[src/rtl/key_event_detector.sv]
// key_event_detector: N-channel push-button front end producing debounced level and short/long/repeat event pulses
// Ports:
//   CLOCK_50     system clock, rising edge
//   reset        asynchronous active-high reset
//   KEY          raw active-low buttons, asynchronous to CLOCK_50
//   key_level    debounced pressed state (1 = pressed)
//   short_pulse  one-cycle pulse on debounced release of a short press
//   long_pulse   one-cycle pulse when a hold reaches LONG_CYCLES
//   repeat_pulse one-cycle auto-repeat pulses; constant 0 unless KEY_REPEAT_EN is defined
// Build option: define KEY_REPEAT_EN to enable auto-repeat after the long event.
module key_event_detector #(
  parameter int N_KEYS          = 4,
  parameter int DEBOUNCE_CYCLES = 500000,
  parameter int LONG_CYCLES     = 50000000,
  parameter int REPEAT_CYCLES   = 10000000
) (
  input  logic              CLOCK_50,
  input  logic              reset,
  input  logic [N_KEYS-1:0] KEY,
  output logic [N_KEYS-1:0] key_level,
  output logic [N_KEYS-1:0] short_pulse,
  output logic [N_KEYS-1:0] long_pulse,
  output logic [N_KEYS-1:0] repeat_pulse
);
  localparam int DW = $clog2(DEBOUNCE_CYCLES);
  localparam int HW = $clog2(LONG_CYCLES + 1);
  localparam logic [1:0] IDLE       = 2'd0;
  localparam logic [1:0] PRESS_DB   = 2'd1;
  localparam logic [1:0] HELD       = 2'd2;
  localparam logic [1:0] RELEASE_DB = 2'd3;
  if (DEBOUNCE_CYCLES < 2) begin : g_bad_db
    $error("DEBOUNCE_CYCLES must be >= 2");
  end
  if (LONG_CYCLES <= DEBOUNCE_CYCLES) begin : g_bad_long
    $error("LONG_CYCLES must exceed DEBOUNCE_CYCLES");
  end
  if (REPEAT_CYCLES < 2) begin : g_bad_rep
    $error("REPEAT_CYCLES must be >= 2");
  end
  // Synchroniser resets to released so a key held through reset is seen as a fresh press.
  logic [N_KEYS-1:0] s1, ks;
  always_ff @(posedge CLOCK_50 or posedge reset)
    if (reset) begin
      s1 <= '1;
      ks <= '1;
    end else begin
      s1 <= KEY;
      ks <= s1;
    end
  for (genvar i = 0; i < N_KEYS; i++) begin : g_ch
    logic [1:0]    st;
    logic [DW-1:0] db;
    logic [HW-1:0] hold;
    logic          long_done, lvl, sp, lp;
    assign key_level[i]   = lvl;
    assign short_pulse[i] = sp;
    assign long_pulse[i]  = lp;
`ifdef KEY_REPEAT_EN
    localparam int RW = $clog2(REPEAT_CYCLES);
    logic [RW-1:0] rep;
    logic          rp;
    assign repeat_pulse[i] = rp;
`else
    assign repeat_pulse[i] = 1'b0;
`endif
    always_ff @(posedge CLOCK_50 or posedge reset)
      if (reset) begin
        st        <= IDLE;
        db        <= '0;
        hold      <= '0;
        long_done <= 1'b0;
        lvl       <= 1'b0;
        sp        <= 1'b0;
        lp        <= 1'b0;
`ifdef KEY_REPEAT_EN
        rep       <= '0;
        rp        <= 1'b0;
`endif
      end else begin
        sp <= 1'b0;
        lp <= 1'b0;
`ifdef KEY_REPEAT_EN
        rp <= 1'b0;
`endif
        case (st)
          IDLE:
            if (!ks[i]) begin
              st <= PRESS_DB;
              db <= DW'(1);
            end
          PRESS_DB:
            if (ks[i]) begin
              st <= IDLE;
              db <= '0;
            end else if (db == DW'(DEBOUNCE_CYCLES - 1)) begin
              st        <= HELD;
              db        <= '0;
              lvl       <= 1'b1;
              hold      <= '0;
              long_done <= 1'b0;
            end else db <= db + 1'b1;
          HELD: begin
            if (hold < HW'(LONG_CYCLES)) hold <= hold + 1'b1;
            if (hold == HW'(LONG_CYCLES - 1) && !long_done) begin
              lp        <= 1'b1;
              long_done <= 1'b1;
            end
`ifdef KEY_REPEAT_EN
            // Counting starts the cycle after the long event, so the first repeat lands REPEAT_CYCLES later.
            if (long_done) begin
              rep <= (rep == RW'(REPEAT_CYCLES - 1)) ? '0 : rep + 1'b1;
              rp  <= rep == RW'(REPEAT_CYCLES - 1);
            end
`endif
            if (ks[i]) begin
              st <= RELEASE_DB;
              db <= DW'(1);
            end
          end
          RELEASE_DB:
            if (!ks[i]) begin
              st <= HELD;
              db <= '0;
            end else if (db == DW'(DEBOUNCE_CYCLES - 1)) begin
              st  <= IDLE;
              db  <= '0;
              lvl <= 1'b0;
              sp  <= !long_done;
`ifdef KEY_REPEAT_EN
              rep <= '0;
`endif
            end else db <= db + 1'b1;
        endcase
      end
  end
endmodule

[config.mk]
export PLATFORM = sky130hd
export DESIGN_NAME = key_event_detector
export DESIGN_NICKNAME = d
export VERILOG_FILES = /design/src/rtl/key_event_detector.sv
export SDC_FILE = /design/constraint.sdc
export NUM_CORES = 1
export LEC_CHECK = 0
export ABC_AREA = 1
export CORE_MARGIN = 4
export CORE_UTILIZATION = 35
export CTS_CLUSTER_SIZE = 20
export DETAILED_ROUTE_END_ITERATION = 6
export PLACE_DENSITY_LB_ADDON = 0.1
export SYNTH_ARGS = -nofsm -noshare
export SYNTH_HDL_FRONTEND = slang
export SYNTH_SLANG_ARGS = --single-unit
[constraint.sdc]
create_clock -name CLOCK_50 -period 12.3 [get_ports CLOCK_50]
set_input_delay 2.46 -clock CLOCK_50 [delete_from_list [all_inputs] [get_ports CLOCK_50]]
set_output_delay 2.46 -clock CLOCK_50 [all_outputs]
set_load 0.05 [all_outputs]
Yosys cells after proc, flatten, opt, wreduce, memory -nomap -nowiden
Index checks and enable logic that the tools add are counted.

Equality and inequality tests: 60. Multipliers: 0. Reduce and logical (&&, ||, !) cells: 40. Shifts and indexed selects: 0. Bitwise logic cells: 0. Mux-type cells: 120. $lt $le $gt $ge: 4. Divide/modulo/power cells: 0. Add/subtract/negate cells: 8.

Operator list (number): two-way mux 19 bit (20); two-way mux 26 bit (12); one-hot mux 19 bit (4 select lines) (4); one-hot mux 26 bit (2 select lines) (4); adder 26 x 1 -> 26 bit (second input constant) (4); == test 26 bit (second input constant) (4); < comparator 26 bit (second input constant) (4); adder 19 x 1 -> 19 bit (second input constant) (4); == test 19 bit (second input constant) (4); inequality test 2 bit (second input constant) (32); two-way mux 2 bit (24); AND reduction 4 bit (12); two-way mux 1 bit (44); one-hot mux 2 bit (4 select lines) (4); inequality test 3 bit (second input constant) (8); AND reduction 5 bit (4); == test 2 bit (second input constant) (8); one-hot mux 1 bit (2 select lines) (8); nonzero test 2 bit (8); == test 2 x 1 -> 1 bit (second input constant) (4); logical NOT 2 bit (4); AND reduction 2 bit (4); logical AND 1 bit (4); logical NOT 1 bit (4).

RAM bits: 0. Bits in latches: 0. Word-level logic and storage cells: 262. Flip-flop bits (word level): 212. Memories kept: 0. Output and inout port bits: 16. Bits in read-only memories: 0.

Logic depth before layout (Yosys ltp)
Gate-level depths: netlist of the first run.

Depth after elaboration: 4. Depth in mapped cells: 12.

Worst setup path after synthesis of the first run
No wires, ideal clock.

Path type: flip-flop to output port. Start point: register g_ch[3].lvl. End point: output key_level[3]. Setup slack: 9.306 ns. Path buffers: 1. Arrival time: 0.534 ns. Cell stages (with the launch flop): 2. Path through: dfrtp_1 buf_4.

RTL lines: start, declared (line 54) `logic long_done, lvl, sp, lp;`; start signal, assigned (line 72) `lvl <= 1'b0;`; start signal, assigned (line 98) `lvl <= 1'b1;`; start signal, assigned (line 127) `lvl <= 1'b0;`; end, declared (line 20) `output logic [N_KEYS-1:0] key_level,`.

No word-level cell between the ends.

Worst setup path in the final report of the first run
Start point: register g_ch[3].lvl. End point: output key_level[3].

No word-level cell between the ends.

==> flow_summary.json, run 1 <==
{
  "cp_max_fo": 2,
  "reg2reg_to": "g_ch[0].hold[22]",
  "p_leak_nw": 6.648,
  "die_y_um": 207.7,
  "slew_headroom_pct": 38.84,
  "die-area_um2": 43140,
  "worstPathRequired_ns": 9.84,
  "ys_warn_count": 0,
  "fin_crit_sh_pct": 33.88,
  "ant_nets": 0,
  "criticalPathCategory": "flop to output port",
  "synth-seq-cells": 212,
  "grt-ovfl-total": 0,
  "drv_cap": 0,
  "area_growth_pct": 10.28,
  "ios": 22,
  "fp.dieW_um": 207.7,
  "min_to": "ks[3]",
  "peakVddDrop_mv": 0.09147,
  "post-cts-setup-buffers": 0,
  "slowest_delay_ns": 0.80,
  "grt_pass1_wl_um": 60510,
  "hold_path_class": "flop to flop",
  "antenna_found_initial": 0,
  "rr_startpoint": "g_ch[0].db[0]",
  "whs_ns": 0.3544,
  "cp_slowest_cell": "clkdlybuf4s50_1",
  "diodes": 0,
  "placementRows": 72,
  "synth_top_area_share_pct": 36.58,
  "fin_nets": 2078,
  "startpoint_type": "flop",
  "vias_per_cell": 4.796,
  "period_needed_ns": 4.167,
  "reg2reg_slack_ns": 9.69,
  "drv_slew": 0,
  "worstPathCellList": "clkdlybuf4s50_1",
  "root_buffer": "clkbuf_16",
  "skew_ns": 0.01280,
  "dpl.hpwl_um": 24290,
  "rsz0062_at_grt": "no",
  "p_total_mw": 2.020,
  "holdPathStages": 0,
  "initial_core_util_pct": 35.78,
  "drt-wirelength-per-cell_um": 13.47,
  "synth_area_um2": 13960,
  "grt_use_met3_pct": 2.312,
  "finalSetupViolCount": 0,
  "clk_pin_slew_ns": 0.06,
  "fin_ws_ns": 8.133,
  "layout-drive-gt1-share_pct": 6.759,
  "tritoncts": "yes",
  "clock_latency_ns": 0.55,
  "globalRouteMet2Util_pct": 26.53,
  "drc": 0,
  "drt_first_iter_violations": 621,
  "yosys-top-cells-area": "dfrtp_1, nand2_1, nor2_1, nand3_1, inv_1",
  "synth_top_area_cell": "dfrtp_1",
  "arrival_ns": 1.71,
  "fin_area_um2": 15390,
  "ys_types": 46,
  "core_um2": 39010,
  "yosysSeqAreaShare_pct": 38.08,
  "rr_worst_depth": 7,
  "status": "finished clean",
  "place_ws_ns": 7.878,
  "stdcell_count": 2604,
  "end_kind": "output port",
  "hold_buffers": 0,
  "cts_buffers": 29,
  "route.vias.total": 12490,
  "hold_viol_final": 0,
  "setup-tns-final_ns": 0,
  "syn_avg_cell_area_um2": 6.746,
  "cts_htree_levels": 1,
  "clock-sinks": 212,
  "numPortBuffers": 17,
  "cts_resized": 0,
  "met1_usage_pct": 22.66,
  "worstHoldStart": "s1[3]",
  "place_congestion": 0.8912,
  "utilization_pct": 39.46,
  "p_per_area_nw_per_um2": 131.2,
  "dr.pass1.iters": 5,
  "clockBufferDepth": 3,
  "grt_max_degree": 83,
  "fmax_ghz": 0.2400,
  "busiest_layer": "met2",
  "grt_pass1_vias": 12200,
  "post_dp_cell_area_um2": 14410,
  "finalWirelength_um": 35070,
  "path_buf_inv": 1,
  "synthCells": 2069,
  "max_slew.worst_pin.slew_ns": 0.9140,
  "dpl.cell_count": 2551,
  "gr-usage-all-layers_pct": 16.09,
  "crit_family": "buffers and inverters"
}
-- routing by layer --
layer	wire [um]	part of all wire (%)	vias to the layer above
met2	15940	45	129
met3	1135	3.2	43
li1	-	-	6522
met4	536	1.5	0
met1	17460	50	5794
met5	0	0	-
-- state kept, by name, summed over array words and instances, names as in the netlist, named ones only --
register and flops:
g_ch.lvl 4, s1 4, g_ch.lp 4, g_ch.hold 104, g_ch.db 76, g_ch.st 4, g_ch.long_done 4, g_ch.sp 4
ks 4
-- cells in the mapped netlist, drive strengths merged --
cell type and count:
o21bai 5, nand2b 1, ha 8, clkbuf 13, buf 46, o21ai 47
dfrtp 204, dfstp 8, a21o 3, xor2 68, o22ai 31, nand2 698
clkinv 2, nand4 34, nor4 2, or2 7, nand3 236, inv 198
nand3b 2, nor3b 5, xnor2 22, nor2 370, a21oi 11, nor3 43
conb 1, a31o 1, a21boi 3
-- cell usage in the layout, fill, tap and decap left out, types with 27 or more instances in the layout --
master | netlist | final
nand3_1 | 233 | 233
dfrtp_1 | 204 | 204
nor3_1 | 40 | 40
nand2_1 | 664 | 664
o21ai_0 | 38 | 38
o22ai_1 | 31 | 31
nor2_1 | 347 | 347
inv_1 | 187 | 186
clkbuf_16 | 0 | 29
nand4_1 | 32 | 32
nand2_2 | 27 | 27
xor2_1 | 68 | 68
-- power by group --
group	total [mW]	internal [mW]	switching [mW]
Combinational	0.385	0.0740	0.311
Sequential	0.772	0.730	0.0414
Clock	0.864	0.535	0.329
-- kinds of logic (layout without fill, tap and decap cells) --
family | count (synthesis) | count (layout) | share of synthesized area [%]
buf+inv | 259 | 273 | 8.283
simple gates | 1398 | 1398 | 43.04
compound gates | 101 | 101 | 4.204
fa+ha+maj | 8 | 8 | 0.7172
flops | 212 | 212 | 38.08
xor+xnor | 90 | 90 | 5.648
other cells | 1 | 4 | 0.02687
-- area by class of cell --
cell class | instances | area (um^2)
Clock buffer | 38 | 789.5
Clock inverter | 15 | 191.4
Sequential cell | 212 | 5315
Inverter | 200 | 758.2
Multi-Input combinational cell | 1601 | 7497
Timing Repair Buffer | 20 | 192.7
Tap cell | 518 | 648.1
Fill cell | 4164 | 23620
-- worst max path at each step --
stage / from / end / slack, ns / cells after the start
floorplan: reset / async pin / 4.06 / 1
global placement: reset / g_ch[0].hold[25] / 7.89 / 3
detailed placement: reset / g_ch[3].hold[16] / 7.88 / 3
CTS: g_ch[3].lvl / key_level[3] / 8.08 / 1
global route: g_ch[0].lvl / key_level[0] / 8.08 / 1
finish: g_ch[3].lvl / key_level[3] / 8.13 / 1
Note: power is estimated with default switching activity, not from simulation.
==> run 2: changes to the inputs <==
==> constraint.sdc (replaced) <==
create_clock -name CLOCK_50 -period 3.8 [get_ports CLOCK_50]
set_input_delay 0.76 -clock CLOCK_50 [delete_from_list [all_inputs] [get_ports CLOCK_50]]
set_output_delay 0.76 -clock CLOCK_50 [all_outputs]
set_load 0.05 [all_outputs]
==> flow_summary.json, run 2 (same netlist as run 1, synthesis figures left out) <==
{
  "diodes": 0,
  "post_dp_cell_area_um2": 14480,
  "p_per_area_nw_per_um2": 427.5,
  "cts_buffers": 29,
  "max_slew.worst_pin.slew_ns": 0.8199,
  "worstPathCellList": "clkdlybuf4s50_1",
  "post-cts-setup-buffers": 0,
  "arrival_ns": 1.76,
  "dpl.hpwl_um": 24320,
  "layout-drive-gt1-share_pct": 6.839,
  "rsz0062_at_grt": "no",
  "fin_area_um2": 15480,
  "hold_path_class": "flop to flop",
  "path_buf_inv": 1,
  "antenna_found_initial": 0,
  "cts_htree_levels": 1,
  "drt_first_iter_violations": 698,
  "die_y_um": 207.7,
  "met1_length_um": 18120,
  "criticalPathCategory": "flop to output port",
  "placementRows": 72,
  "place_ws_ns": 1.304,
  "core_um2": 39010,
  "grt_pass1_vias": 12410,
  "area_growth_pct": 10.95,
  "crit_family": "buffers and inverters",
  "fin_nets": 2083,
  "p_leak_nw": 6.694,
  "grt_max_degree": 63,
  "skew_ns": 0.01917,
  "drt-wirelength-per-cell_um": 13.50,
  "largest_reg_flops": 104,
  "utilization_pct": 39.70,
  "gr-usage-all-layers_pct": 16.41,
  "drc": 0,
  "peakVddDrop_mv": 0.3237,
  "ios": 22,
  "tritoncts": "yes",
  "dr_wl_met2_um": 15440,
  "worstPathRequired_ns": 3.04,
  "cts_resized": 0,
  "wl_met3_um": 1022,
  "dr.pass1.iters": 5,
  "place_congestion": 0.8811,
  "grt_pass1_wl_um": 62040,
  "final_common_cell": "nand2_1",
  "status": "finished clean",
  "cp_slowest_cell": "clkdlybuf4s50_1",
  "highest_layer": "met4",
  "finalWirelength_um": 35220,
  "numPortBuffers": 17,
  "top_regs": "g_ch.hold (104), g_ch.db (76)",
  "p_total_mw": 6.619,
  "initial_core_util_pct": 35.78,
  "slowest_delay_ns": 0.83,
  "hold_viol_final": 0,
  "clock_latency_ns": 0.58,
  "route.vias.total": 12480,
  "ant_nets": 0,
  "clockBufferDepth": 3,
  "cp_max_fo": 2,
  "largest_register": "g_ch.hold",
  "fin_crit_sh_pct": 66.42,
  "clk_pin_slew_ns": 0.06,
  "startpoint_type": "flop",
  "drv_slew": 0,
  "drv_cap": 0,
  "vias_per_cell": 4.784,
  "fmax_ghz": 0.3962,
  "root_buffer": "clkbuf_16",
  "die-area_um2": 43140,
  "final_cell_mix": "nand2_1, nor2_1, nand3_1",
  "end_kind": "output port",
  "grt-ovfl-total": 0,
  "period_needed_ns": 2.524,
  "fp.dieW_um": 207.7,
  "setup-tns-final_ns": 0,
  "fin_ws_ns": 1.276,
  "finalSetupViolCount": 0,
  "clock-sinks": 212,
  "hold_buffers": 0,
  "slew_headroom_pct": 45.23
}
## run 2: area by class of cell
type                    count  area [um^2]
repair buffers             25        267.8
well taps                 518        648.1
multi-input cells        1601         7497
clock buffers              44        842.1
inverters                 200        754.5
flip-flops and latches    212         5315
clock inverters             9        160.2
fillers                  4134        23520
## run 2: metrics by stage
stage	hold slack, ns	std cells
6_report	0.3527	2609
5_1_grt	0.3582	2609
4_1_cts	0.3559	2609
3_5_place_dp	0.3468	2556
3_3_place_gp	0.3459	2556
2_1_floorplan	0.3452	2072
## run 2: power breakdown
part	internal, mW	leakage [nW]	switching (mW)	total (mW)
sequential	2.36	2.91	0.127	2.49
clock	1.79	0.493	1.08	2.87
combinational	0.251	3.30	1.01	1.26
## run 2: per-layer routing
metal / vias up / global-route usage (%)
met5: - / 0
met4: 0 / 3.216
met3: 39 / 2.252
met2: 138 / 26.07
met1: 5773 / 24.12
li1: 6531 / -
## run 2: worst paths after layout
path / to / depth (start not counted) / start / slack (ns)
min in group asynchronous: g_ch[3].hold[9] / 2 / reset / 0.68
setup / recovery: key_level[1] / 1 / g_ch[1].lvl / 1.28
hold / removal: ks[2] / 0 / s1[2] / 0.35
hold reg to reg: ks[2] / 0 / s1[2] / 0.35
setup reg to reg: g_ch[3].hold[13] / 9 / g_ch[3].db[0] / 1.28
max in group asynchronous: s1[2] / 3 / reset / 2.27
